===== src/rtl/imm_gen_pipe.sv =====
// Pipelined RV32I/RV64I immediate generator with valid/ready handshakes on
// both sides, a synchronous flush and a saturating illegal-opcode counter.
module imm_gen_pipe #(
  parameter int XLEN   = 32,
  parameter int STAGES = 1,
  parameter int CNT_W  = 16
) (
  input  logic             clk,
  input  logic             reset,
  input  logic             flush,
  input  logic             in_valid,
  output logic             in_ready,
  input  logic [31:0]      in_instr,
  output logic             out_valid,
  input  logic             out_ready,
  output logic [XLEN-1:0]  out_imm,
  output logic [2:0]       out_fmt,
  output logic             out_illegal,
  output logic [CNT_W-1:0] illegal_cnt
);

  localparam logic [2:0] FMT_NONE  = 3'd0;
  localparam logic [2:0] FMT_I     = 3'd1;
  localparam logic [2:0] FMT_S     = 3'd2;
  localparam logic [2:0] FMT_B     = 3'd3;
  localparam logic [2:0] FMT_U     = 3'd4;
  localparam logic [2:0] FMT_J     = 3'd5;
  localparam logic [2:0] FMT_SHAMT = 3'd6;
  localparam logic [2:0] FMT_CSRZ  = 3'd7;
  localparam int         LAST      = STAGES - 1;

  logic [6:0]      op;
  logic [2:0]      f3;
  logic [31:0]     ext32;
  logic [XLEN-1:0] dec_imm;
  logic [2:0]      dec_fmt;
  logic            dec_ill;

  assign op = in_instr[6:0];
  assign f3 = in_instr[14:12];

  // Every format is first built as a 32-bit sign/zero-extended value, then
  // widened to XLEN by sign extension (zero-extended fields have bit 31 clear).
  always_comb begin
    ext32   = '0;
    dec_fmt = FMT_NONE;
    dec_ill = 1'b0;
    case (op)
      7'b0000011, 7'b1100111: begin
        ext32   = {{20{in_instr[31]}}, in_instr[31:20]};
        dec_fmt = FMT_I;
      end
      7'b0010011: begin
        if (f3 == 3'b001 || f3 == 3'b101) begin
          ext32   = (XLEN == 64) ? {26'b0, in_instr[25:20]} : {27'b0, in_instr[24:20]};
          dec_fmt = FMT_SHAMT;
        end else begin
          ext32   = {{20{in_instr[31]}}, in_instr[31:20]};
          dec_fmt = FMT_I;
        end
      end
      7'b0011011: begin
        if (XLEN != 64) begin
          dec_ill = 1'b1;
        end else if (f3 == 3'b001 || f3 == 3'b101) begin
          ext32   = {27'b0, in_instr[24:20]};
          dec_fmt = FMT_SHAMT;
        end else begin
          ext32   = {{20{in_instr[31]}}, in_instr[31:20]};
          dec_fmt = FMT_I;
        end
      end
      7'b0100011: begin
        ext32   = {{20{in_instr[31]}}, in_instr[31:25], in_instr[11:7]};
        dec_fmt = FMT_S;
      end
      7'b1100011: begin
        ext32   = {{19{in_instr[31]}}, in_instr[31], in_instr[7], in_instr[30:25],
                   in_instr[11:8], 1'b0};
        dec_fmt = FMT_B;
      end
      7'b0110111, 7'b0010111: begin
        ext32   = {in_instr[31:12], 12'b0};
        dec_fmt = FMT_U;
      end
      7'b1101111: begin
        ext32   = {{11{in_instr[31]}}, in_instr[31], in_instr[19:12], in_instr[20],
                   in_instr[30:21], 1'b0};
        dec_fmt = FMT_J;
      end
      7'b1110011: begin
        if (f3[2]) begin
          ext32   = {27'b0, in_instr[19:15]};
          dec_fmt = FMT_CSRZ;
        end else begin
          ext32   = {{20{in_instr[31]}}, in_instr[31:20]};
          dec_fmt = FMT_I;
        end
      end
      default: dec_ill = 1'b1;
    endcase
  end

  assign dec_imm = XLEN'($signed(ext32));

  logic [STAGES-1:0] vld_reg;
  logic [XLEN-1:0]   imm_reg [STAGES];
  logic [2:0]        fmt_reg [STAGES];
  logic [STAGES-1:0] ill_reg;
  logic [STAGES-1:0] rdy;
  logic              take_out;

  // A stage can load when it is empty or its content moves on this cycle.
  always_comb begin
    rdy       = '0;
    rdy[LAST] = !vld_reg[LAST] || out_ready;
    for (int k = LAST - 1; k >= 0; k--) begin
      rdy[k] = !vld_reg[k] || rdy[k+1];
    end
  end

  assign in_ready    = !flush && rdy[0];
  assign out_valid   = vld_reg[LAST];
  assign out_imm     = imm_reg[LAST];
  assign out_fmt     = fmt_reg[LAST];
  assign out_illegal = ill_reg[LAST];
  assign take_out    = out_valid && out_ready && !flush;

  always_ff @(posedge clk or posedge reset) begin
    if (reset) begin
      vld_reg     <= '0;
      ill_reg     <= '0;
      illegal_cnt <= '0;
      for (int k = 0; k < STAGES; k++) begin
        imm_reg[k] <= '0;
        fmt_reg[k] <= '0;
      end
    end else begin
      if (flush) begin
        vld_reg <= '0;
      end else begin
        if (rdy[0]) begin
          vld_reg[0] <= in_valid;
          if (in_valid) begin
            imm_reg[0] <= dec_imm;
            fmt_reg[0] <= dec_fmt;
            ill_reg[0] <= dec_ill;
          end
        end
        for (int k = 1; k < STAGES; k++) begin
          if (rdy[k]) begin
            vld_reg[k] <= vld_reg[k-1];
            if (vld_reg[k-1]) begin
              imm_reg[k] <= imm_reg[k-1];
              fmt_reg[k] <= fmt_reg[k-1];
              ill_reg[k] <= ill_reg[k-1];
            end
          end
        end
      end
      if (take_out && out_illegal && (illegal_cnt != '1)) begin
        illegal_cnt <= illegal_cnt + 1'b1;
      end
    end
  end

endmodule

===== config.mk =====
export PLATFORM = sky130hd
export DESIGN_NAME = imm_gen_pipe
export DESIGN_NICKNAME = d
export VERILOG_FILES = /design/src/rtl/imm_gen_pipe.sv
export SDC_FILE = /design/constraint.sdc
export NUM_CORES = 1
export LEC_CHECK = 0
export ABC_AREA = 1
export ABC_CLOCK_PERIOD_IN_PS = 1500
export BUFFER_PORTS_ARGS = -buffer_cell sky130_fd_sc_hd__buf_2
export CORE_MARGIN = 10
export CORE_UTILIZATION = 49
export CTS_CLUSTER_DIAMETER = 60
export DETAILED_ROUTE_END_ITERATION = 16
export PLACE_DENSITY_LB_ADDON = 0.2
export SETUP_SLACK_MARGIN = 0.02
export SLEW_MARGIN = 20
export SYNTH_ARGS = -nofsm -noshare
export SYNTH_HDL_FRONTEND = slang
export SYNTH_SLANG_ARGS = --single-unit

===== constraint.sdc =====
create_clock -name clk -period 1.5 [get_ports clk]
set_input_delay 0.3 -clock clk [delete_from_list [all_inputs] [get_ports clk]]
set_output_delay 0.3 -clock clk [all_outputs]
set_load 0.01 [all_outputs]

==> impl_metrics.toml <==
[synthesis]
asyncSetResetFlopFracSynth_pct = 100
syn_avg_cell_area_um2 = 6.62
seq_area_frac_synth_pct = 37.4
postSynthNetCount = 573
synth-edff-count = 0
postSynth.topFlopCell = "dfrtp_1"
synth_largest_type_area_fraction_pct = 37.4
synth.cell_area_um2 = 3540
post_synthesis_instance_total = 535
ys.warnings.count = 0
most_area_hungry_cell_type_in_the_yosys_netlist = "dfrtp_1"
synth_area_leaders = "dfrtp_1, nand2_1, nand3_1"
netlist-cell-type-count = 27
flops_latches_synth = 53

[floorplanning]
initial_core_util_pct = 51.3
fp.coreArea_um2 = 6910
die_y_um = 105
fp-row-count = 30
number_of_top_level_pins = 91
die_area_um2 = 11000
die-width_um = 105

[finish]
antenna-diode-count = 0
layout.cells.most_common_list = "nand2_1, buf_2, nand3_1"
mostFrequentLayoutCell = "nand2_1"
nets = 686
fraction_of_final_layout_cells_with_drive_strength_greater_than_1_pct = 29.3
area_growth_syn_to_layout_pct = 28.9

[sta]
slew-limit-headroom_pct = 72.4
report.final.slew_viol_count = 0
min_period_over_period_pct = 101
hold_viol_final = 0
worst_clock_skew_ns = 0.00878
timing.setup.tns_ns = -0.0302
timing.final.ws_setup_ns = -0.0149
grt_setup_unrepaired = "true"
setup_viol = 3
worstMarginPinSlew_ns = 0.411
fmax_mhz = 660
minimum_clock_period_after_layout_ns = 1.51

[critical_path]
timing.critical_path.cells = "ha_4 -> inv_4 -> nor2_4 -> nand4_1 -> nand2_4 -> clkinv_4 -> nand2_2 -> o21ai_1"
crit-reg2reg-launch = "illegal_cnt[1]"
endpoint_kind = "flip-flop"
crit_arrival_ns = 1.72
worst_path_largest_cell_delay_ns = 0.43
critical_path.endpoint = "illegal_cnt[13]"
worst-endpoint-required_ns = 1.71
worstRegToRegCells = 8
crit_path_max_fanout = 6
crit_type = "flip-flop to flip-flop"
reg2reg_setup_slack_ns = -0.01
critical_path.startpoint = "illegal_cnt[1]"
setup.worst_path.start_class = "flip-flop"
crit-reg2reg-capture = "illegal_cnt[13]"
critical-path-slowest-cell = "dfrtp_2"

[grt]
grt_first_pass_wirelength_mm = 17.1
first_global_vias = 3613
globalRoute.totalOverflow = 0
antenna_found_initial = 0
globalRouteTotalUtil_pct = 18.1
grt_start_max_net_pins = 54

[place]
last_weighted_congestion_value_of_the_routability_driven_placer = 0.904
placement.io_buffers = 90
dp_hpwl_mm = 7.72

[cts]
numClockSinks = 53
htree_levels = 2
worstSkewPairLatency_ns = 0.31
post_cts_hold_buffer_count = 0
cts-buffers-inserted = 5
ctsLongestPathBuffers = 2
clkTransAtPathRegs_ns = 0.10
tritoncts = "done"
cts_root_cell = "clkbuf_8"

[power]
power_leakage_nw = 2.77
powerDensity_nw_per_um2 = 803
irDropWorstVdd_uv = 453
total_power_consumption_mw = 3.67

[drt]
detail_route.drc_violations = 0
via_count = 3824
dr.first_iter.drc_count = 178
drt_pass1_iterations = 6
wirelength_mm = 10.5
wire_per_inst_um = 14.1
via_per_inst = 5.13
antenna_violating_nets_post_route = 0

[hold_path]
hold_path_class = "input pin to asynchronous set/reset pin"

[outcome]
run_status = "finished with violations"
failed_checks = "negative setup slack"

[job]
drv.max_cap_violation_count = 0
[how the worst min path moves through the flow]
stage	startpoint	endpoint	cells after the start
after CTS	reset	illegal_cnt[14]	3
after detailed placement	reset	out_imm[0]	3
final	reset	out_imm[1]	3
after global routing	reset	out_imm[0]	3
after floorplan	reset	illegal_cnt[10]	1
after global placement	reset	out_imm[3]	3
[timing repair]
action | 4_1_cts | 5_1_grt
gates cloned | 0 | 2
setup endpoints to repair | 8 | 40
buffers inserted | 1 | 4
pin swaps | 1 | 8
resized for setup | 3 | 43
[routing by layer]
metal	up-vias	GRT usage [%]	wire, um
met2	159	30.2	5100
met1	1741	23.1	4600
met3	8	4.42	734
met4	0	3.63	85
met5	-	0	0
li1	1916	-	-
[logic make-up (layout without fill, tap and decap cells)]
logic type                 after synthesis  after routing  share of synthesized area, %
DFF                                     53             53                          37.4
adders and majority gates                1              1                         0.353
and+or+nand+nor                        396            396                          49.2
buffers and inverters                   58            172                          7.74
xor gates and xnor gates                11             11                          2.72
AOI/OAI and AO/OA                       16             16                          2.58
[metrics by stage]
stage               setup WS, ns  area, um2  util (%)  hold WS (ns)  instances
floorplan                 0.0389       3560         -         0.361        535
global placement         -0.0485       4300      62.2         0.390        730
detailed placement       -0.0410       4300      62.2         0.399        730
CTS                       0.0302       4430      64.1        0.0634        739
global route             -0.0539       4570      66.1        0.0634        745
finish                   -0.0149       4570      66.1        0.0485        745
[layout make-up]
cell class | instances | area, um2
clock buffers | 7 | 86.3
clock inverters | 1 | 30.0
fillers | 638 | 2340
inverters | 34 | 139
multi-input cells | 424 | 2030
flip-flops and latches | 53 | 1330
well taps | 96 | 120
repair buffers | 128 | 813
repair inverters | 2 | 12.5
[registers in the layout (all words and copies together), names as in the netlist]
| signal | cells |
|---|---|
| out_imm | 32 |
| illegal_cnt | 16 |
| out_fmt | 3 |
| out_illegal | 1 |
| out_valid | 1 |
[synthesized netlist by cell type (5+ instances only)]
cell type,instances
nand4_1,5
inv_1,30
clkbuf_1,7
nand2_1,223
nand3_2,7
o21ai_0,13
xnor2_1,7
nor2_1,58
dfrtp_1,53
nand3_1,87
buf_2,9
[worst max-delay path, delay by kind of cell (launching register included)]
| family | cells | cell delay, ns |
|---|---|---|
| AOI/OAI and AO/OA | 1 | 0.06 |
| and+or+nand+nor | 4 | 0.61 |
| buffers and inverters | 2 | 0.15 |
| DFF | 1 | 0.43 |
| adders and majority gates | 1 | 0.16 |
[power by group]
group / leakage, nW / switching, mW / internal, mW / total, mW
clock network: 0.0585 / 0.469 / 0.545 / 1.01
registers: 0.711 / 0.128 / 1.56 / 1.69
logic: 2.00 / 0.566 / 0.400 / 0.966
Power figures use the tool's default switching activity.
